## config.mk

```make
export PLATFORM = sky130hd
export DESIGN_NAME = clock_ctrl
export DESIGN_NICKNAME = d
export VERILOG_FILES = /design/src/rtl/clock_pkg.sv /design/src/rtl/clock_ctrl_btn_sync.sv /design/src/rtl/clock_ctrl.sv
export SDC_FILE = /design/constraint.sdc
export NUM_CORES = 1
export LEC_CHECK = 0
export ABC_AREA = 1
export CORE_ASPECT_RATIO = 0.6
export CORE_MARGIN = 4
export CORE_UTILIZATION = 55
export DETAILED_ROUTE_END_ITERATION = 10
export GPL_ROUTABILITY_DRIVEN = 0
export GPL_TIMING_DRIVEN = 0
export HOLD_SLACK_MARGIN = 0.06
export PLACE_DENSITY = 0.81
export SLEW_MARGIN = 15
export SYNTH_ARGS = -nofsm -noshare
export SYNTH_HDL_FRONTEND = slang
export SYNTH_SLANG_ARGS = --single-unit
```

## constraint.sdc

```tcl
create_clock -name CLOCK_50 -period 3.6 [get_ports CLOCK_50]
set_input_delay 0.36 -clock CLOCK_50 [delete_from_list [all_inputs] [get_ports CLOCK_50]]
set_output_delay 0.36 -clock CLOCK_50 [all_outputs]
set_load 0.02 [all_outputs]
```

## src/rtl/clock_pkg.sv

```systemverilog
// rtl/clock_pkg.sv - state codes, field codes, BCD limits and helpers for clock_ctrl
package clock_pkg;

  localparam logic [2:0] ST_RUN       = 3'd0;
  localparam logic [2:0] ST_SET_TIME  = 3'd1;
  localparam logic [2:0] ST_SET_ALARM = 3'd2;
  localparam logic [2:0] ST_RING      = 3'd3;
  localparam logic [2:0] ST_SNOOZE    = 3'd4;

  localparam logic [1:0] F_HH = 2'd3;
  localparam logic [1:0] F_MM = 2'd2;
  localparam logic [1:0] F_SS = 2'd1;
  localparam logic [1:0] F_CC = 2'd0;

  localparam logic [7:0] LIM_HH = 8'h23;
  localparam logic [7:0] LIM_MS = 8'h59;

  // Values at or above the limit wrap, so a corrupt source byte still lands on 00.
  function automatic logic [7:0] bcd_inc(input logic [7:0] v, input logic [7:0] lim);
    if (v >= lim) return 8'h00;
    if (v[3:0] >= 4'd9) return {v[7:4] + 4'd1, 4'd0};
    return {v[7:4], v[3:0] + 4'd1};
  endfunction

  function automatic logic [7:0] field_limit(input logic [1:0] f);
    return (f == F_HH) ? LIM_HH : LIM_MS;
  endfunction

  // Segments {g,f,e,d,c,b,a}, active high.
  function automatic logic [6:0] seg7(input logic [3:0] d);
    case (d)
      4'd0:    return 7'b0111111;
      4'd1:    return 7'b0000110;
      4'd2:    return 7'b1011011;
      4'd3:    return 7'b1001111;
      4'd4:    return 7'b1100110;
      4'd5:    return 7'b1101101;
      4'd6:    return 7'b1111101;
      4'd7:    return 7'b0000111;
      4'd8:    return 7'b1111111;
      4'd9:    return 7'b1101111;
      default: return 7'b0000000;
    endcase
  endfunction

endpackage

```

## src/rtl/clock_ctrl_btn_sync.sv

```systemverilog
// rtl/clock_ctrl_btn_sync.sv - two-flop synchronizer with rising-edge pulse
module btn_sync (
  input  logic CLOCK_50,
  input  logic reset,
  input  logic din,
  output logic level,
  output logic rise
);

  logic s1, s2, s3;

  always_ff @(posedge CLOCK_50 or posedge reset) begin
    if (reset) begin
      s1 <= 1'b0;
      s2 <= 1'b0;
      s3 <= 1'b0;
    end else begin
      s1 <= din;
      s2 <= s1;
      s3 <= s2;
    end
  end

  assign level = s2;
  assign rise  = s2 & ~s3;

endmodule

```

## src/rtl/clock_ctrl.sv

```systemverilog
// rtl/clock_ctrl.sv - alarm clock control FSM: tick divider, time/alarm set, ring and snooze
module clock_ctrl
  import clock_pkg::*;
#(
  parameter int unsigned TICK_DIV     = 500000,
  parameter int unsigned RING_TICKS   = 6000,
  parameter int unsigned SNOOZE_TICKS = 30000
) (
  input  logic        CLOCK_50,
  input  logic        reset,
  input  logic        btn_mode,
  input  logic        btn_next,
  input  logic        btn_inc,
  input  logic        btn_snooze,
  input  logic        alarm_en,
  input  logic [31:0] cur_time,
  output logic        tick,
  output logic        load_en,
  output logic [1:0]  load_field,
  output logic [7:0]  load_value,
  output logic [31:0] alarm_time,
  output logic        alarm_sound,
  output logic [2:0]  state
);

  localparam int DIV_W  = $clog2(TICK_DIV);
  localparam int RING_W = $clog2(RING_TICKS);
  localparam int SNZ_W  = $clog2(SNOOZE_TICKS);

  logic mode_p, next_p, inc_p, snz_p, alarm_on;
  logic mode_lvl, next_lvl, inc_lvl, snz_lvl, alarm_rise;
  logic unused_sig;

  btn_sync u_mode   (.CLOCK_50(CLOCK_50), .reset(reset), .din(btn_mode),   .level(mode_lvl), .rise(mode_p));
  btn_sync u_next   (.CLOCK_50(CLOCK_50), .reset(reset), .din(btn_next),   .level(next_lvl), .rise(next_p));
  btn_sync u_inc    (.CLOCK_50(CLOCK_50), .reset(reset), .din(btn_inc),    .level(inc_lvl),  .rise(inc_p));
  btn_sync u_snooze (.CLOCK_50(CLOCK_50), .reset(reset), .din(btn_snooze), .level(snz_lvl),  .rise(snz_p));
  btn_sync u_alarm  (.CLOCK_50(CLOCK_50), .reset(reset), .din(alarm_en),   .level(alarm_on), .rise(alarm_rise));

  assign unused_sig = ^{mode_lvl, next_lvl, inc_lvl, snz_lvl, alarm_rise};

  logic [DIV_W-1:0]  div;
  logic              tick_raw;
  logic [RING_W-1:0] ring_cnt;
  logic [SNZ_W-1:0]  snz_cnt;
  logic [1:0]        fp;
  logic [7:0]        eb;
  logic [7:0]        al_hh, al_mm, al_ss;
  logic              clr_pend;
  logic [1:0]        fp_nxt;
  logic [31:0]       src_word;
  logic [7:0]        src_byte;

  always_ff @(posedge CLOCK_50 or posedge reset) begin
    if (reset) begin
      div      <= '0;
      tick_raw <= 1'b0;
    end else if (div == DIV_W'(TICK_DIV - 1)) begin
      div      <= '0;
      tick_raw <= 1'b1;
    end else begin
      div      <= div + 1'b1;
      tick_raw <= 1'b0;
    end
  end

  // Gate on the live state so no tick leaks into the first SET_TIME cycle.
  assign tick        = tick_raw && (state != ST_SET_TIME);
  assign alarm_sound = (state == ST_RING);
  assign alarm_time  = {al_hh, al_mm, al_ss, 8'h00};

  assign fp_nxt   = fp - 2'd1;
  assign src_word = (state == ST_SET_TIME) ? cur_time : alarm_time;
  assign src_byte = src_word[{fp_nxt, 3'b000} +: 8];

  always_ff @(posedge CLOCK_50 or posedge reset) begin
    if (reset) begin
      state      <= ST_RUN;
      fp         <= F_HH;
      eb         <= 8'h00;
      ring_cnt   <= '0;
      snz_cnt    <= '0;
      al_hh      <= 8'h00;
      al_mm      <= 8'h00;
      al_ss      <= 8'h00;
      load_en    <= 1'b0;
      load_field <= F_CC;
      load_value <= 8'h00;
      clr_pend   <= 1'b0;
    end else begin
      load_en  <= 1'b0;
      clr_pend <= 1'b0;
      // Trailing CC clear after a SET_TIME seconds commit; state is already RUN here.
      if (clr_pend) begin
        load_en    <= 1'b1;
        load_field <= F_CC;
        load_value <= 8'h00;
      end
      case (state)
        ST_RUN: begin
          if (mode_p) begin
            state <= ST_SET_TIME;
            fp    <= F_HH;
            eb    <= cur_time[31:24];
          end else if (alarm_on && tick && (cur_time == alarm_time)) begin
            state    <= ST_RING;
            ring_cnt <= '0;
          end
        end
        ST_SET_TIME, ST_SET_ALARM: begin
          if (mode_p) begin
            if (state == ST_SET_TIME) begin
              state <= ST_SET_ALARM;
              fp    <= F_HH;
              eb    <= al_hh;
            end else begin
              state <= ST_RUN;
            end
          end else if (next_p) begin
            if (state == ST_SET_TIME) begin
              load_en    <= 1'b1;
              load_field <= fp;
              load_value <= eb;
            end else begin
              case (fp)
                F_HH:    al_hh <= eb;
                F_MM:    al_mm <= eb;
                default: al_ss <= eb;
              endcase
            end
            if (fp == F_SS) begin
              state    <= ST_RUN;
              clr_pend <= (state == ST_SET_TIME);
            end else begin
              fp <= fp_nxt;
              eb <= src_byte;
            end
          end else if (inc_p) begin
            eb <= bcd_inc(eb, field_limit(fp));
          end
        end
        ST_RING: begin
          if (mode_p || !alarm_on) begin
            state <= ST_RUN;
          end else if (snz_p) begin
            state   <= ST_SNOOZE;
            snz_cnt <= '0;
          end else if (tick) begin
            if (ring_cnt == RING_W'(RING_TICKS - 1)) state <= ST_RUN;
            else ring_cnt <= ring_cnt + 1'b1;
          end
        end
        ST_SNOOZE: begin
          if (mode_p || !alarm_on) begin
            state <= ST_RUN;
          end else if (tick) begin
            if (snz_cnt == SNZ_W'(SNOOZE_TICKS - 1)) begin
              state    <= ST_RING;
              ring_cnt <= '0;
            end else begin
              snz_cnt <= snz_cnt + 1'b1;
            end
          end
        end
        default: state <= ST_RUN;
      endcase
    end
  end

endmodule

```

After elaboration in Yosys (flattened, before gate mapping) --
Index checks and enable logic that the tools add are counted.
Word-level totals: output and inout bits 48, logic and storage cells 186, bits in registers 111
Cells by class: multiplexer cells 81, equal/unequal tests 36, reduce and logical (&&, ||, !) cells 20, bitwise operators 11, add/sub/neg operators 6, shift-type cells 1, $lt $le $gt $ge 2
Operator list (number):
- $mux W8 | 15
- $mux W13 | 9
- $mux W15 | 5
- $pmux W13 S3 | 1
- $mux W3 | 12
- $eq A32 B32 Y1 | 1
- $mux W32 | 1
- $shiftx A32 B6 Y8 | 1
- $pmux W15 S2 | 1
- $reduce_and A5 Y1 | 5
- $mux W2 | 11
- $ne A2 B2 Y1 const B | 11
- $mux W1 | 21
- $ne A3 B3 Y1 const B | 7
- $add A19 B1 Y19 const B | 1
- $eq A19 B19 Y1 const B | 1
- $mux W19 | 1
- $pmux W8 S2 | 1
- $add A15 B1 Y15 const B | 1
- $eq A15 B15 Y1 const B | 1
- $add A13 B1 Y13 const B | 1
- $eq A13 B13 Y1 const B | 1
- $pmux W3 S4 | 1
- $reduce_and A6 Y1 | 2
- 28 further kinds | 45

Depth between registers and ports, before layout --
Gate-level depths: netlist of the first run.
depth after elaboration 19, depth in mapped cells 14

Hierarchy --
A second synthesis of the first run with hierarchy kept.
Second synthesis, totals: cell total of the unflattened synthesis 949, area, all modules 6851.6 um2
By module, submodules not included:
- clock_ctrl | cells an instance 919, instances 1, area each 6407.4 um2
- btn_sync | cells an instance 6, instances 5, area each 88.8 um2

Worst setup path before layout of the first run --
No wires, ideal clock.
path type register to register, start reg fp[0], end reg eb[0], setup time 0.077 ns, period minus slack after synthesis 2.300 ns, path buffers 3, data arrival time 2.223 ns, cell stages (with the launch flop) 14, path slack 1.300 ns, cell sequence dfstp_2 > clkbuf_1 > inv_1 > clkbuf_1 > ha_1 > buf_1 > inv_1 > nand2_1 > inv_1 > nand2_1 > nand3_1 > nand2_1 > nand2_1 > a21oi_1
On the way: word-level cells in the longest chain between the ends 13
RTL lines:
- from (decl) | line clock_ctrl.sv:46 | logic [1:0] fp;
- from (signal assigned) | line clock_ctrl.sv:135 | fp <= fp_nxt;
- $eq A2 B2 Y1 | line clock_pkg.sv:26 | return (f == F_HH) ? LIM_HH : LIM_MS;
- $mux W7 | line clock_pkg.sv:26
- $ge A8 B7 Y1 | line clock_pkg.sv:20 | if (v >= lim) return 8'h00;
- $mux W1 | line clock_pkg.sv:20
- $mux W1 | line clock_ctrl.sv:138 | end else if (inc_p) begin
- $mux W1 | line clock_ctrl.sv:119 | end else if (next_p) begin
- $mux W1 | line clock_ctrl.sv:111 | if (mode_p) begin
- $mux W1 | line clock_ctrl.sv:99 | case (state)
- $mux W8 | line clock_pkg.sv:21 | if (v[3:0] >= 4'd9) return {v[7:4] + 4'd1, 4'd0};
- $mux W8 | line clock_ctrl.sv:138
- $mux W8 | line clock_ctrl.sv:119
- $mux W8 | line clock_ctrl.sv:111
- $pmux W8 S2 | line clock_ctrl.sv:99
- to (signal assigned) | line clock_ctrl.sv:104 | eb <= cur_time[31:24];
- to (signal assigned) | line clock_ctrl.sv:115 | eb <= al_hh;
- to (signal assigned) | line clock_ctrl.sv:139 | eb <= bcd_inc(eb, field_limit(fp));
- to (decl) | line clock_ctrl.sv:47 | logic [7:0] eb;
Several ways; a longest one is shown, not always the timed one. The select of a mux whose other input is x is not followed. A chain may end at the register's enable or synchronous reset.

Worst setup path after layout of the first run --
start reg fp[0], end reg eb[1]
The elaborated chain is that of the path after synthesis.

==> results of run 1 <==
==> power by group <==
group	switching, W	total [W]	internal, W
clock	0.000506	0.00101	0.000507
combinational	0.00197	0.00308	0.00111
sequential	0.000296	0.00180	0.00151
==> flip-flops by register name, summed over array words and instances, names as in the netlist, 2 cells and up <==
name / count
al_hh: 8
al_mm: 8
al_ss: 8
div: 19
eb: 8
fp: 2
load_field: 2
load_value: 8
ring_cnt: 13
snz_cnt: 15
state: 3
==> cell type report <==
| cell class | instances | area [um2] |
|---|---|---|
| fillers | 1053 | 3904 |
| multi-input cells | 715 | 3531 |
| flip-flops and latches | 111 | 2780 |
| repair buffers | 79 | 808.3 |
| inverters | 129 | 494.2 |
| clock buffers | 10 | 239.0 |
| well taps | 165 | 206.4 |
| plain buffers | 31 | 193.9 |
| clock inverters | 6 | 61.31 |
==> through the flow <==
stage          instances  utilization
4_1_cts             1246       0.6805
5_1_grt             1246       0.6805
3_3_place_gp        1229       0.6533
2_1_floorplan        986            -
6_report            1246       0.6805
3_5_place_dp        1230       0.6559
==> metal layers <==
layer | track usage | vias to the layer above | part of all wire
met2 | 0.3686 | 369 | 0.39
met3 | 0.06621 | 27 | 0.11
li1 | - | 3278 | -
met5 | 0 | - | 0
met4 | 0.04967 | 0 | 0.013
met1 | 0.4076 | 3032 | 0.48
==> cell usage in the layout (no fill, tap or decap), drive strengths merged <==
cell and instances:
conb 8, dfstp 2, nand2 280, inv 132, ha 13, o21ai 72
clkdlybuf4s50 78, clkinv 2, nand3b 3, o211ai 1, xor2 29, nor3 20
buf 21, dfrtp 109, nor2 125, clkinvlp 1, xnor2 12, nand3 86
or2 1, a22oi 2, nand4 19, clkbuf 21, nor3b 2, nor4 4
o22ai 4, a21oi 34
==> final timing paths <==
check,to,slack [ns],depth (start not counted)
worst max-delay path,eb[1],0.35,13
worst min-delay path,u_next.level,0.35,0
worst max register to register,eb[1],0.35,13
worst min register to register,u_next.level,0.35,0
max in group asynchronous,fp[1],2.48,3
min in group asynchronous,div[1],0.44,2
==> logic make-up (layout without fill, tap and decap cells) <==
kind of cell             Yosys count  after routing  share of synthesized area
AND/OR/NAND/NOR                  540            540                     0.3397
buffers and inverters            160            255                    0.09804
AO/OA/AOI/OAI                    113            113                    0.08781
flip-flops                       111            111                     0.3990
XOR/XNOR                          41             41                    0.05153
adder cells (fa/ha/maj)           13             13                    0.02334
other                              1              8                  0.0005382
==> Yosys cell counts (8+ instances only) <==
cell	instances	area [um2]
a21oi_1	33	165.2
nand4_1	19	118.9
nor3_1	19	95.09
clkbuf_1	11	41.29
ha_1	13	162.7
o21ai_0	59	295.3
nor2_1	112	420.4
xnor2_1	12	105.1
xor2_1	29	254.0
nand3_1	84	420.4
o21ai_2	8	70.07
nand2_1	272	1021
buf_4	10	75.07
inv_1	122	457.9
nor2_2	8	50.05
dfrtp_1	109	2728
==> metrics, run 1 <==
Detailed Place HPWL 14.26 mm; CTS Sinks 111; Worst Setup SP fp[0]; worst path bufs/invs 6; final hold slack 0.3520 ns; max incr delay on CP 0.59 ns; Post-Syn Instances 979; Tot GR Track Use 0.2621; most used flip-flop cell after synthesis dfrtp_1; Die Width 153.3 um; DP Area 8014 um2; PwrDens 709.3 nW/um2; Pwr Total 0.005897 W; status complete, no violations; total CTS buffers 9; final max-slew violation count 0; Bufs on Longest Clock Path 2; Hold Crit Class reg -> reg; Residual DRC 0; Finished Cell Area 8314 um2; Worst Path Required 3.87 ns; area delta synth->final 19.32%; Clock Tree Root clkbuf_16; total grt overflow 0; critical path's top delay family buffers and inverters; number of synthesized register bits 111; startpoint types flip-flop; IO Count 87; drt wl/cell ~15 um; r2r startpoint fp[0]; CP Capture Type flip-flop; die height 95.19 um; Max Freq around 310 MHz; largest net degree at the start of global routing 60; layout cell share with drive strength beyond 1 0.07401; CORE AREA 12220 um2; CTS tree yes; final worst setup slack 0.3524 ns; clock-pin slew on the worst setup and hold paths 0.08 ns; postcts setup bufs 0; critical-path maximum fanout 10; htree depth 3; unrepaired setup endpoints after global routing false; Tcrit/Tclk final 0.9021; # rows 31; Seq/Total Area, Yosys 0.3990; CP Class reg -> reg; hold_buf cts 0; setup violators final 0; Post-synth EDFFs 0; Least-Margin Pin Slew slightly below 0.6 ns; area of the die 14590 um2; YS warnings 0; Antenna diodes 0; slowest CP cell dfstp_2; crit-path most repeated cell nand2_1; worst skew pair latency 0.36 ns; setup TNS 0 ns; Via density 5.382; Slew HR 0.6071; leakage dissipation 3.997 nW; crit path DAT 3.52 ns; DRT iter0 DRCs between 600 and 700; initial antenna violation count 0; hold path start u_next.s1; post-route minimum period 3.248 ns; CP cell instances clkbuf_1 > inv_1 > clkbuf_1 > ha_1 > buf_1 > inv_1 > nand2_1 > inv_1 > nand2_1 > nand3_1 > nand2_1 > nand2_1 > a21oi_1; port buffer count 78; Peak VDD IR 0.3021 mV; setup slack at placement 0.5248 ns; drt pass-1 iters 6; Routed WL 18.56 mm; cts repair resizes 0; Netlist cell types 40; clk_skew roughly 0.007 ns; cell area after synthesis 6968 um2; FFs w/ async S/R, synth 1.000; antenna viol nets, final 0; total of max-cap violations 0; global-route wire length before repair 30.64 mm; Post-layout nets 1128; final hold violations 0; number of global-route vias before repair 5927; via count approximately 6700; Syn Area/Cell 7.117 um2; Initial Util 0.5703
Power figures use the tool's default switching activity.
==> run 2: changes to the inputs <==
Settings changed: CTS_CLUSTER_SIZE from default to 12.
==> results of run 2 <==
No change in the layout: final DEF, timing and power equal those of run 1.
